`src/rtl/asrv32_writeback_pipe.sv`:
```
// asrv32_writeback_pipe: retire stage producing rd writeback, next PC and redirect; owns PC and instret.
// Latency: an instruction accepted at edge N has its write strobe, PC, redirect and instret visible after edge N.
// Backpressure: o_ready drops combinationally on i_hold or while a trap is pending; nothing is buffered.
// Optional feature macro ASRV32_WB_MISALIGN_TRAP_EN: trap taken control transfers to non-word-aligned targets.
module asrv32_writeback_pipe #(
   parameter int              XLEN         = 32,
   parameter logic [XLEN-1:0] PC_RESET     = '0,
   parameter int              CNT_WIDTH    = 64,
   localparam int             OPCODE_WIDTH = 11
) (
   input  logic                    i_clk,
   input  logic                    i_rst,
   input  logic                    i_valid,
   output logic                    o_ready,
   input  logic                    i_hold,
   input  logic [OPCODE_WIDTH-1:0] i_opcode,
   input  logic [XLEN-1:0]         i_alu_result,
   input  logic [XLEN-1:0]         i_imm,
   input  logic [XLEN-1:0]         i_rs1_data,
   input  logic [XLEN-1:0]         i_load_data,
   input  logic [4:0]              i_rd_addr,
   output logic [XLEN-1:0]         o_rd_data,
   output logic [4:0]              o_rd_addr,
   output logic                    o_wr_rd_en,
   output logic [XLEN-1:0]         o_pc,
   output logic                    o_redirect,
   output logic [CNT_WIDTH-1:0]    o_instret,
   output logic                    o_trap,
   output logic [XLEN-1:0]         o_trap_tval,
   input  logic                    i_trap_ack,
   input  logic [XLEN-1:0]         i_trap_vector
);

   // One-hot opcode bit positions
   localparam int OP_RTYPE  = 0;
   localparam int OP_ITYPE  = 1;
   localparam int OP_LOAD   = 2;
   localparam int OP_STORE  = 3;
   localparam int OP_BRANCH = 4;
   localparam int OP_JAL    = 5;
   localparam int OP_JALR   = 6;
   localparam int OP_LUI    = 7;
   localparam int OP_AUIPC  = 8;
   localparam int OP_SYSTEM = 9;
   localparam int OP_FENCE  = 10;

`ifdef ASRV32_WB_MISALIGN_TRAP_EN
   typedef enum logic {ST_RUN, ST_TRAP} state_t;
`else
   typedef enum logic {ST_RUN} state_t;
`endif

   state_t                 state_q;
   logic [XLEN-1:0]        pc_q;
   logic [XLEN-1:0]        rd_data_q;
   logic [4:0]             rd_addr_q;
   logic                   wr_en_q;
   logic                   redirect_q;
   logic [CNT_WIDTH-1:0]   instret_q;

   logic                   accept;
   logic                   taken;
   logic                   writes_rd;
   logic                   trap_fire;
   logic                   trap_ack_fire;
   logic                   retire;
   logic [XLEN-1:0]        pc_plus4;
   logic [XLEN-1:0]        pc_imm;
   logic [XLEN-1:0]        target;
   logic [XLEN-1:0]        pc_next;
   logic [XLEN-1:0]        rd_data_nxt;

   assign o_ready   = (state_q == ST_RUN) & ~i_hold;
   assign accept    = i_valid & o_ready;

   assign pc_plus4  = pc_q + XLEN'(4);
   assign pc_imm    = pc_q + i_imm;
   assign taken     = i_opcode[OP_JAL] | i_opcode[OP_JALR] |
                      (i_opcode[OP_BRANCH] & i_alu_result[0]);
   assign writes_rd = ~(i_opcode[OP_BRANCH] | i_opcode[OP_STORE] |
                        i_opcode[OP_SYSTEM] | i_opcode[OP_FENCE]) & (i_rd_addr != 5'd0);
   assign pc_next   = taken ? target : pc_plus4;
   assign retire    = accept & ~trap_fire;

   // Control-transfer target; JALR drops bit 0 of its rs1-relative sum
   always_comb begin
      target = pc_imm;
      if (i_opcode[OP_JALR]) begin
         target    = i_rs1_data + i_imm;
         target[0] = 1'b0;
      end
   end

   // Writeback data select from the one-hot opcode
   always_comb begin
      rd_data_nxt = '0;
      if (i_opcode[OP_RTYPE] | i_opcode[OP_ITYPE])
         rd_data_nxt = i_alu_result;
      else if (i_opcode[OP_LOAD])
         rd_data_nxt = i_load_data;
      else if (i_opcode[OP_JAL] | i_opcode[OP_JALR])
         rd_data_nxt = pc_plus4;
      else if (i_opcode[OP_LUI])
         rd_data_nxt = i_imm;
      else if (i_opcode[OP_AUIPC])
         rd_data_nxt = pc_imm;
   end

`ifdef ASRV32_WB_MISALIGN_TRAP_EN
   state_t          state_d;
   logic            trap_q;
   logic [XLEN-1:0] tval_q;

   assign trap_fire     = accept & taken & (target[1:0] != 2'b00);
   assign trap_ack_fire = (state_q == ST_TRAP) & i_trap_ack;
   assign o_trap        = trap_q;
   assign o_trap_tval   = tval_q;

   // FSM state register
   always_ff @(posedge i_clk or posedge i_rst) begin
      if (i_rst) state_q <= ST_RUN;
      else       state_q <= state_d;
   end

   // FSM next state: enter TRAP on a misaligned taken target, leave on acknowledge
   always_comb begin
      state_d = state_q;
      case (state_q)
         ST_RUN:  if (trap_fire)  state_d = ST_TRAP;
         ST_TRAP: if (i_trap_ack) state_d = ST_RUN;
         default: state_d = ST_RUN;
      endcase
   end

   // Pending trap flag and faulting target capture
   always_ff @(posedge i_clk or posedge i_rst) begin
      if (i_rst) begin
         trap_q <= 1'b0;
         tval_q <= '0;
      end else if (trap_ack_fire) begin
         trap_q <= 1'b0;
         tval_q <= '0;
      end else if (trap_fire) begin
         trap_q <= 1'b1;
         tval_q <= target;
      end
   end
`else
   logic unused_trap_inputs;

   assign state_q            = ST_RUN;
   assign trap_fire          = 1'b0;
   assign trap_ack_fire      = 1'b0;
   assign o_trap             = 1'b0;
   assign o_trap_tval        = '0;
   assign unused_trap_inputs = &{1'b0, i_trap_ack, i_trap_vector};
`endif

   // Architectural state: PC, writeback registers, strobes and retire counter
   always_ff @(posedge i_clk or posedge i_rst) begin
      if (i_rst) begin
         pc_q       <= PC_RESET;
         rd_data_q  <= '0;
         rd_addr_q  <= '0;
         wr_en_q    <= 1'b0;
         redirect_q <= 1'b0;
         instret_q  <= '0;
      end else begin
         wr_en_q    <= retire & writes_rd;
         redirect_q <= retire & taken;
         if (trap_ack_fire) begin
            pc_q <= i_trap_vector;
         end else if (retire) begin
            pc_q      <= pc_next;
            rd_data_q <= rd_data_nxt;
            rd_addr_q <= i_rd_addr;
            instret_q <= instret_q + CNT_WIDTH'(1);
         end
      end
   end

   assign o_pc       = pc_q;
   assign o_rd_data  = rd_data_q;
   assign o_rd_addr  = rd_addr_q;
   assign o_wr_rd_en = wr_en_q;
   assign o_redirect = redirect_q;
   assign o_instret  = instret_q;

endmodule
```
`config.mk`:
```
export PLATFORM = sky130hd
export DESIGN_NAME = asrv32_writeback_pipe
export DESIGN_NICKNAME = d
export VERILOG_FILES = /design/src/rtl/asrv32_writeback_pipe.sv
export SDC_FILE = /design/constraint.sdc
export NUM_CORES = 1
export LEC_CHECK = 0
export CAP_MARGIN = 40
export CORE_MARGIN = 2
export CORE_UTILIZATION = 35
export DETAILED_ROUTE_END_ITERATION = 6
export PLACE_DENSITY = 0.64
export SETUP_SLACK_MARGIN = 0.05
export SLEW_MARGIN = 20
export SYNTH_ARGS = -nofsm -noshare
export SYNTH_HDL_FRONTEND = slang
export SYNTH_SLANG_ARGS = --single-unit
```
`constraint.sdc`:
```
create_clock -name i_clk -period 6.3 [get_ports i_clk]
set_input_delay 1.26 -clock i_clk [delete_from_list [all_inputs] [get_ports i_clk]]
set_output_delay 1.26 -clock i_clk [all_outputs]
set_load 0.02 [all_outputs]
```
==> run_results.csv, run 1 <==
group,metric,value,unit
pwr,powerDensity,292,nW/µm²
critical_path,arrival,4.74,ns
pwr,pwr-share-seq,0.280,
sta,maxSlewViolCount,0,
sta,max_freq,225,MHz
critical_path,worstPathCellList,"clkdlybuf4s50_1 -> ha_1 -> fa_1 -> a211oi_1 -> o211a_1 -> or3_1 -> nand2_1 -> a21o_1 -> xor2_1 -> a221o_1 -> a221oi_1 -> o21ai_1",
clocking,cts-buffers-inserted,17,
sta,max-slew-margin-rel,0.418,
outcome,status,"complete, no violations",
sta,fin_skew,0.0148,ns
die,die_area,33600,µm²
pwr,leakagePower,6.23,nW
die,fp-row-count,65,
die,die_w,183,µm
routing,drc,0,
routing,avgRoutedWirePerCell,21.0,µm
global_routing,antenna_found_initial,2,
sta,hold_violations,0,
finish,layout-drive-gt1-share,0.0514,
hold_path,timing.hold.worst.class,"reg2reg",
placed_design,place.gp.congestion,0.969,
critical_path,r2r_end,"o_rd_data[20]$_DFFE_PP0P_",
sta,tightest_slew,0.870,ns
critical_path,cp.depth,12,
synthesis,synth_ff_type,"dfrtp_1",
synthesis,async_flop_share,1.00,
hold_path,holdPathStages,1,
global_routing,grt-ovfl-total,0,
clocking,cts_root_buf,"clkbuf_16",
sta,post-route-period-util,0.707,
synthesis,synth_top_area_share,0.300,
die,io-pin-count,350,
sta,setup_viol,0,
synthesis,yosysTopAreaCell,"dfrtp_1",
hold_path,min_from,"o_instret[63]$_DFFE_PP0P_",
synthesis,yosysUniqueCellTypes,84,
pwr,p_int,2.52,mW
clocking,clk_pin_slew,0.07,ns
critical_path,timing.rr.start,"o_pc[0]$_DFFE_PP0P_",
sta,grt_setup_unrepaired,"no",
die,die_h,183,µm
hold_path,min_to,"o_instret[63]$_DFFE_PP0P_",
placed_design,dp_hpwl,32900,µm
synthesis,ys_ff_latch,135,
routing,drtIter0Drc,1102,
pwr,p_sw,1.86,mW
critical_path,critPathKind,"in2reg",
finish,final_area,15000,µm²
critical_path,slowest_delay,0.49,ns
clocking,ctsHoldBuffers,0,
critical_path,critical_path.max_fanout,6,
pwr,clkPwrFrac,0.246,
placed_design,place_area,14400,µm²
critical_path,crit_buf_inv,1,
clocking,clkSinkCount,135,
finish,final_nets,1868,
clocking,clockBufferDepth,2,
global_routing,grt_usage,0.249,
die,coreArea,31600,µm²
pwr,p_comb_frac,0.474,
routing,dr.pass1.iters,5,
job,drv_cap,0,
clocking,h-tree-depth,4,
synthesis,syn_area,11300,µm²
synthesis,yosys-top-cells-area,"dfrtp_1 (30%), xnor2_1 (8.2%), ha_1 (7.0%)",
critical_path,reg2regPathDepth,11,
finish,synthToLayoutAreaGrowth,33.1,%
clocking,insertion_delay,0.43,ns
global_routing,grt_max_degree,68,
sta,fin_tns_setup,0,ns
synthesis,syn-instance-count,1372,
routing,avgViaCountPerCell,5.73,
synthesis,avgSynthCellArea,8.20,µm²
placed_design,port-buffer-count,283,
clocking,cts_tree,"done",
critical_path,crit_family,"compound AO/OA/AOI/OAI gates",
critical_path,crit_required,6.59,ns
pwr,ir_drop,0.167,mV
routing,vias,11700,
routing,routed_wl,42800,µm
critical_path,slowest_stage,"a221oi_1",
critical_path,end_kind,"register",
global_routing,grt_pass1_vias,10800,
synthesis,yosysWarnings,0,
pwr,switching_share,0.424,
critical_path,crit_path_start_kind,"input pin",
pwr,power,4.38,mW
global_routing,grt_pass1_wl,64300,µm
clocking,ctsResizeCount,0,
clocking,cts_setup_buffers,0,
sta,finalCriticalPeriod,4.45,ns
critical_path,reg2reg_slack,2.77,ns
synthesis,ys_seq_area_frac,0.300,
routing,drtAntennaViolNets,0,
synthesis,synth-edff-count,0,
die,start_util,0.356,
-- cell usage in the layout (no fill, tap or decap), types with 6 or more instances in the layout --
master           instances
a22oi_1                  6
a21o_1                  26
a221oi_1                24
clkbuf_16               17
nand4_1                 23
o22ai_1                 17
clkdlybuf4s50_1        282
xor2_1                  43
o221ai_1                 9
a31oi_1                 11
buf_4                   14
nand3_1                 60
o21a_1                   7
ha_1                    63
o21ai_0                 89
conb_1                  33
nand2_1                158
nand2b_1                10
and3_1                  16
o21ai_1                 13
and4_1                  16
nor3_1                  19
a211oi_1                15
a21oi_1                132
xnor2_1                105
inv_1                   31
and2_1                   9
dfrtp_1                135
nor2_1                  97
a221o_1                 10
o21bai_1                15
o211ai_1                14
-- power by group through the flow --
stage          Clock, mW  Combinational, mW  Sequential (mW)
2_1_floorplan          0               1.19             1.32
3_3_place_gp           0               2.03             1.23
3_5_place_dp           0               2.03             1.23
4_1_cts             1.09               2.05             1.22
5_1_grt             1.13               2.24             1.25
6_report            1.08               2.08             1.22
-- synth_stat cells, types with 10 or more instances --
cell type and number:
buf_4 35, o22ai_1 17, clkbuf_1 55, inv_1 32
ha_1 63, nand2b_1 10, a211oi_1 15, xnor2_1 105
nor2_1 98, a31oi_1 11, a221oi_1 24, o21ai_0 89
and3_1 16, nand3_1 60, a21oi_1 133, a21o_1 26
nand2_1 159, o21bai_1 15, a221o_1 10, xor2_1 43
o211ai_1 14, dfrtp_1 135, nand4_1 23, nor3_1 19
and4_1 16, o21ai_1 13
-- through the flow --
stage	cells	hold WS [ns]	worst slack [ns]	util
after detailed placement	2005	0.462	1.40	0.454
after global placement	2003	0.458	1.46	0.453
after floorplan	1404	0.582	1.43	-
after global routing	2038	0.502	1.72	0.473
final	2038	0.473	1.85	0.473
after CTS	2036	0.478	1.83	0.473
-- worst register-to-register path: stages, from the launching register on --
cell and delay (ns):
dfrtp_1 0.42, ha_1 0.25, fa_1 0.45, a211oi_1 0.30, o211a_1 0.22, or3_1 0.15
nand2_1 0.17, a21o_1 0.27, xor2_1 0.18, a221o_1 0.36, a221oi_1 0.49, o21ai_1 0.14
-- area by class of cell --
type,instances,area [µm²]
multi-input cells,1135,7370
clock inverters,13,171
flip-flops and latches,135,3380
fillers,3078,16700
inverters,34,133
clock buffers,18,439
well taps,402,503
repair buffers,299,2970
diodes,2,5.00
-- worst max path at each step --
stage / from / end / slack [ns]
after floorplan: i_rst / o_instret[0]$_DFFE_PP0P_ / 1.43
after global placement: i_imm[0] / o_rd_data[20]$_DFFE_PP0P_ / 1.46
after detailed placement: i_imm[0] / o_rd_data[20]$_DFFE_PP0P_ / 1.40
after CTS: i_imm[0] / o_rd_data[20]$_DFFE_PP0P_ / 1.83
after global routing: i_imm[0] / o_rd_data[20]$_DFFE_PP0P_ / 1.72
final: i_imm[0] / o_rd_data[20]$_DFFE_PP0P_ / 1.85
-- cells by family (layout without fill, tap and decap cells) --
logic type,Yosys count,count (layout),share of synthesized area
AO/OA/AOI/OAI,440,440,0.254
AND/OR/NAND/NOR,445,445,0.196
XOR/XNOR,148,148,0.115
buffers and inverters,134,364,0.0570
adder cells (fa/ha/maj),65,65,0.0736
other,1,35,0.000333
flip-flops,135,135,0.300
multiplexers,4,4,0.00356
-- per-layer routing --
metal | up-vias | routed length, µm | track usage
met4 | 0 | 1030 | 0.0739
met3 | 67 | 3380 | 0.0455
li1 | 5474 | - | -
met1 | 5596 | 18800 | 0.339
met2 | 534 | 19600 | 0.402
met5 | - | 0 | 0
-- state kept, by name, indices dropped and copies added (netlist names) --
signal / flops
o_wr_rd_en: 1
o_pc: 32
o_rd_addr: 5
o_rd_data: 32
o_instret: 64
o_redirect: 1
No activity file was read; power rests on OpenSTA's default activity.
==> inputs of run 2 (changes only) <==
Settings changed: PLACE_DENSITY 0.64 to 0.66.
Clock period 6.3 ns to 4 ns, I/O delays scaled along.
==> run 2 against run 1 <==
First-iteration DRC count is 11% lower. Clock power rose by 48%. Clock skew decreased by 0.0010 ns. Sequential cell count is the same. Hold slack lost 0.0017 ns. Global-route usage rose by 0.24 points. Sequential share of layout area decreased by 0.56 points. Via count is 0.36% higher. Highest routed layer is now met5. Non-clock buffer count up 55. Cell count increased by 2.7%. Die area stayed put. Register-to-register slack worse by 2.0 ns.
==> run_results.csv, run 2 (synthesized netlist as in run 1, its figures left out) <==
group,metric,value,unit
outcome,status,"complete, no violations",
clocking,clk_pin_slew,0.06,ns
placed_design,port-buffer-count,283,
die,fp-row-count,65,
critical_path,critical_path.max_fanout,4,
die,die_h,183,µm
sta,max_freq,265,MHz
global_routing,grt_pass1_wl,65300,µm
routing,drc,0,
critical_path,r2r_end,"o_rd_data[20]$_DFFE_PP0P_",
routing,vias,11700,
global_routing,antenna_found_initial,2,
finish,final_common_cell,"clkdlybuf4s50_1",
finish,final_area,15400,µm²
critical_path,crit_path_start,"i_imm[0]",
sta,max-slew-margin-rel,0.519,
sta,grt_setup_unrepaired,"no",
routing,drtAntennaViolNets,0,
pwr,pwr-share-seq,0.279,
clocking,cts_setup_buffers,0,
critical_path,critPathKind,"in2reg",
critical_path,endpoint,"o_rd_data[20]$_DFFE_PP0P_",
finish,synthToLayoutAreaGrowth,36.5,%
critical_path,reg2regPathDepth,12,
placed_design,place.gp.congestion,0.939,
clocking,insertion_delay,0.43,ns
pwr,clkPwrFrac,0.231,
clocking,clkSinkCount,135,
critical_path,timing.rr.start,"o_pc[0]$_DFFE_PP0P_",
routing,routed_wl,43000,µm
critical_path,crit_required,4.31,ns
placed_design,dp_hpwl,33600,µm
job,drv_cap,0,
critical_path,cp.depth,13,
global_routing,grt-ovfl-total,0,
clocking,cts-buffers-inserted,17,
critical_path,end_kind,"register",
sta,holdWs,0.471,ns
routing,dr.pass1.iters,5,
clocking,clockBufferDepth,2,
finish,layout-drive-gt1-share,0.0834,
finish,seqCellArea,3380,µm²
sta,post-route-period-util,0.944,
placed_design,place_area,14800,µm²
clocking,cts_tree,"done",
die,start_util,0.356,
pwr,ir_drop,0.300,mV
global_routing,grt_max_degree,76,
sta,setup_viol,0,
sta,tightest_slew,0.720,ns
sta,maxSlewViolCount,0,
pwr,powerDensity,451,nW/µm²
critical_path,slowest_delay,0.50,ns
sta,fin_skew,0.0137,ns
die,io-pin-count,350,
critical_path,reg2reg_slack,0.74,ns
routing,avgRoutedWirePerCell,20.5,µm
finish,largest_register_ff_count,64,
sta,hold_violations,0,
die,die_area,33600,µm²
pwr,p_sw,2.97,mW
global_routing,grt_usage,0.251,
routing,avgViaCountPerCell,5.60,
clocking,ctsHoldBuffers,0,
pwr,p_int,3.95,mW
critical_path,crit_family,"compound AO/OA/AOI/OAI gates",
hold_path,timing.hold.worst.class,"reg2reg",
critical_path,worstPathCellList,"clkdlybuf4s50_1 -> ha_1 -> fa_1 -> a211oi_1 -> o211a_1 -> or3_1 -> nand2_1 -> a21o_1 -> xor2_1 -> a221o_1 -> a221oi_2 -> buf_4 -> o21ai_1",
critical_path,crit_path_start_kind,"input pin",
pwr,leakagePower,6.47,nW
clocking,cts_root_buf,"clkbuf_16",
pwr,switching_share,0.429,
critical_path,slowest_stage,"clkdlybuf4s50_1",
clocking,h-tree-depth,4,
pwr,p_comb_frac,0.490,
die,die_w,183,µm
critical_path,crit_buf_inv,2,
global_routing,grt_pass1_vias,11300,
routing,drtIter0Drc,986,
finish,fillers,3064,
die,coreArea,31600,µm²
sta,finalCriticalPeriod,3.78,ns
finish,mostFrequentLayoutCells,"clkdlybuf4s50_1 (282), nand2_1 (158), dfrtp_1 (135), a21oi_1 (132), xnor2_1 (105)",
finish,multiInputGateArea,7380,µm²
finish,final_nets,1923,
critical_path,arrival,4.09,ns
run 2: per-stage QoR:
step                       util  cells  TNS (ns)  power, mW  worst slack (ns)
after global routing      0.485   2093         0       7.31            0.0799
after global placement    0.467   2060    -0.321       5.25            -0.321
after floorplan               -   1404         0       3.94             0.781
final                     0.485   2093         0       6.92             0.225
after CTS                 0.485   2092         0       6.89             0.101
after detailed placement  0.467   2060    -0.381       5.27            -0.323
run 2: worst min-delay path by stage:
stage	startpoint	endpoint	slack (ns)	cells after the start
5_1_grt	o_rd_addr[0]$_DFFE_PP0P_	o_rd_addr[0]$_DFFE_PP0P_	0.50	2
3_5_place_dp	o_rd_addr[4]$_DFFE_PP0P_	o_rd_addr[4]$_DFFE_PP0P_	0.46	2
3_3_place_gp	o_rd_addr[4]$_DFFE_PP0P_	o_rd_addr[4]$_DFFE_PP0P_	0.46	2
2_1_floorplan	o_instret[63]$_DFFE_PP0P_	o_instret[63]$_DFFE_PP0P_	0.58	1
6_report	o_rd_addr[4]$_DFFE_PP0P_	o_rd_addr[4]$_DFFE_PP0P_	0.47	2
4_1_cts	o_rd_addr[4]$_DFFE_PP0P_	o_rd_addr[4]$_DFFE_PP0P_	0.48	2
run 2: power by group through the flow:
stage               sequential, mW  combinational [mW]  clock (mW)
finish                        1.93                3.39        1.60
detailed placement            1.94                3.33           0
global placement              1.94                3.32           0
floorplan                     2.08                1.87           0
CTS                           1.92                3.35        1.62
global route                  1.96                3.67        1.68
run 2: tightest hold or removal path, delay by kind of cell, from the launching register on:
kind	cells	cell delay, ns
flip-flops	1	0.34
AND/OR/NAND/NOR	2	0.10
run 2: final cells by class:
| class | instances | area share |
|---|---|---|
| tap | 402 | 0.0328 |
| clock inverter | 14 | 0.00913 |
| antenna | 1 | 0.000163 |
| multi-input combinational | 1135 | 0.480 |
| timing repair buffer | 354 | 0.220 |
| inverter | 34 | 0.00856 |
| clock buffer | 18 | 0.0286 |
| sequential | 135 | 0.220 |
run 2: routing by layer:
layer | global-route usage | wire length, µm
met1 | 0.336 | 19300
met2 | 0.408 | 19400
met3 | 0.0510 | 3210
met4 | 0.0794 | 1040
met5 | 0 | 13
run 2: timing repair:
action / CTS / global route
gates resized for setup: 0 / 1
setup endpoints to repair: 0 / 1
hold endpoints to repair: 0 / 0
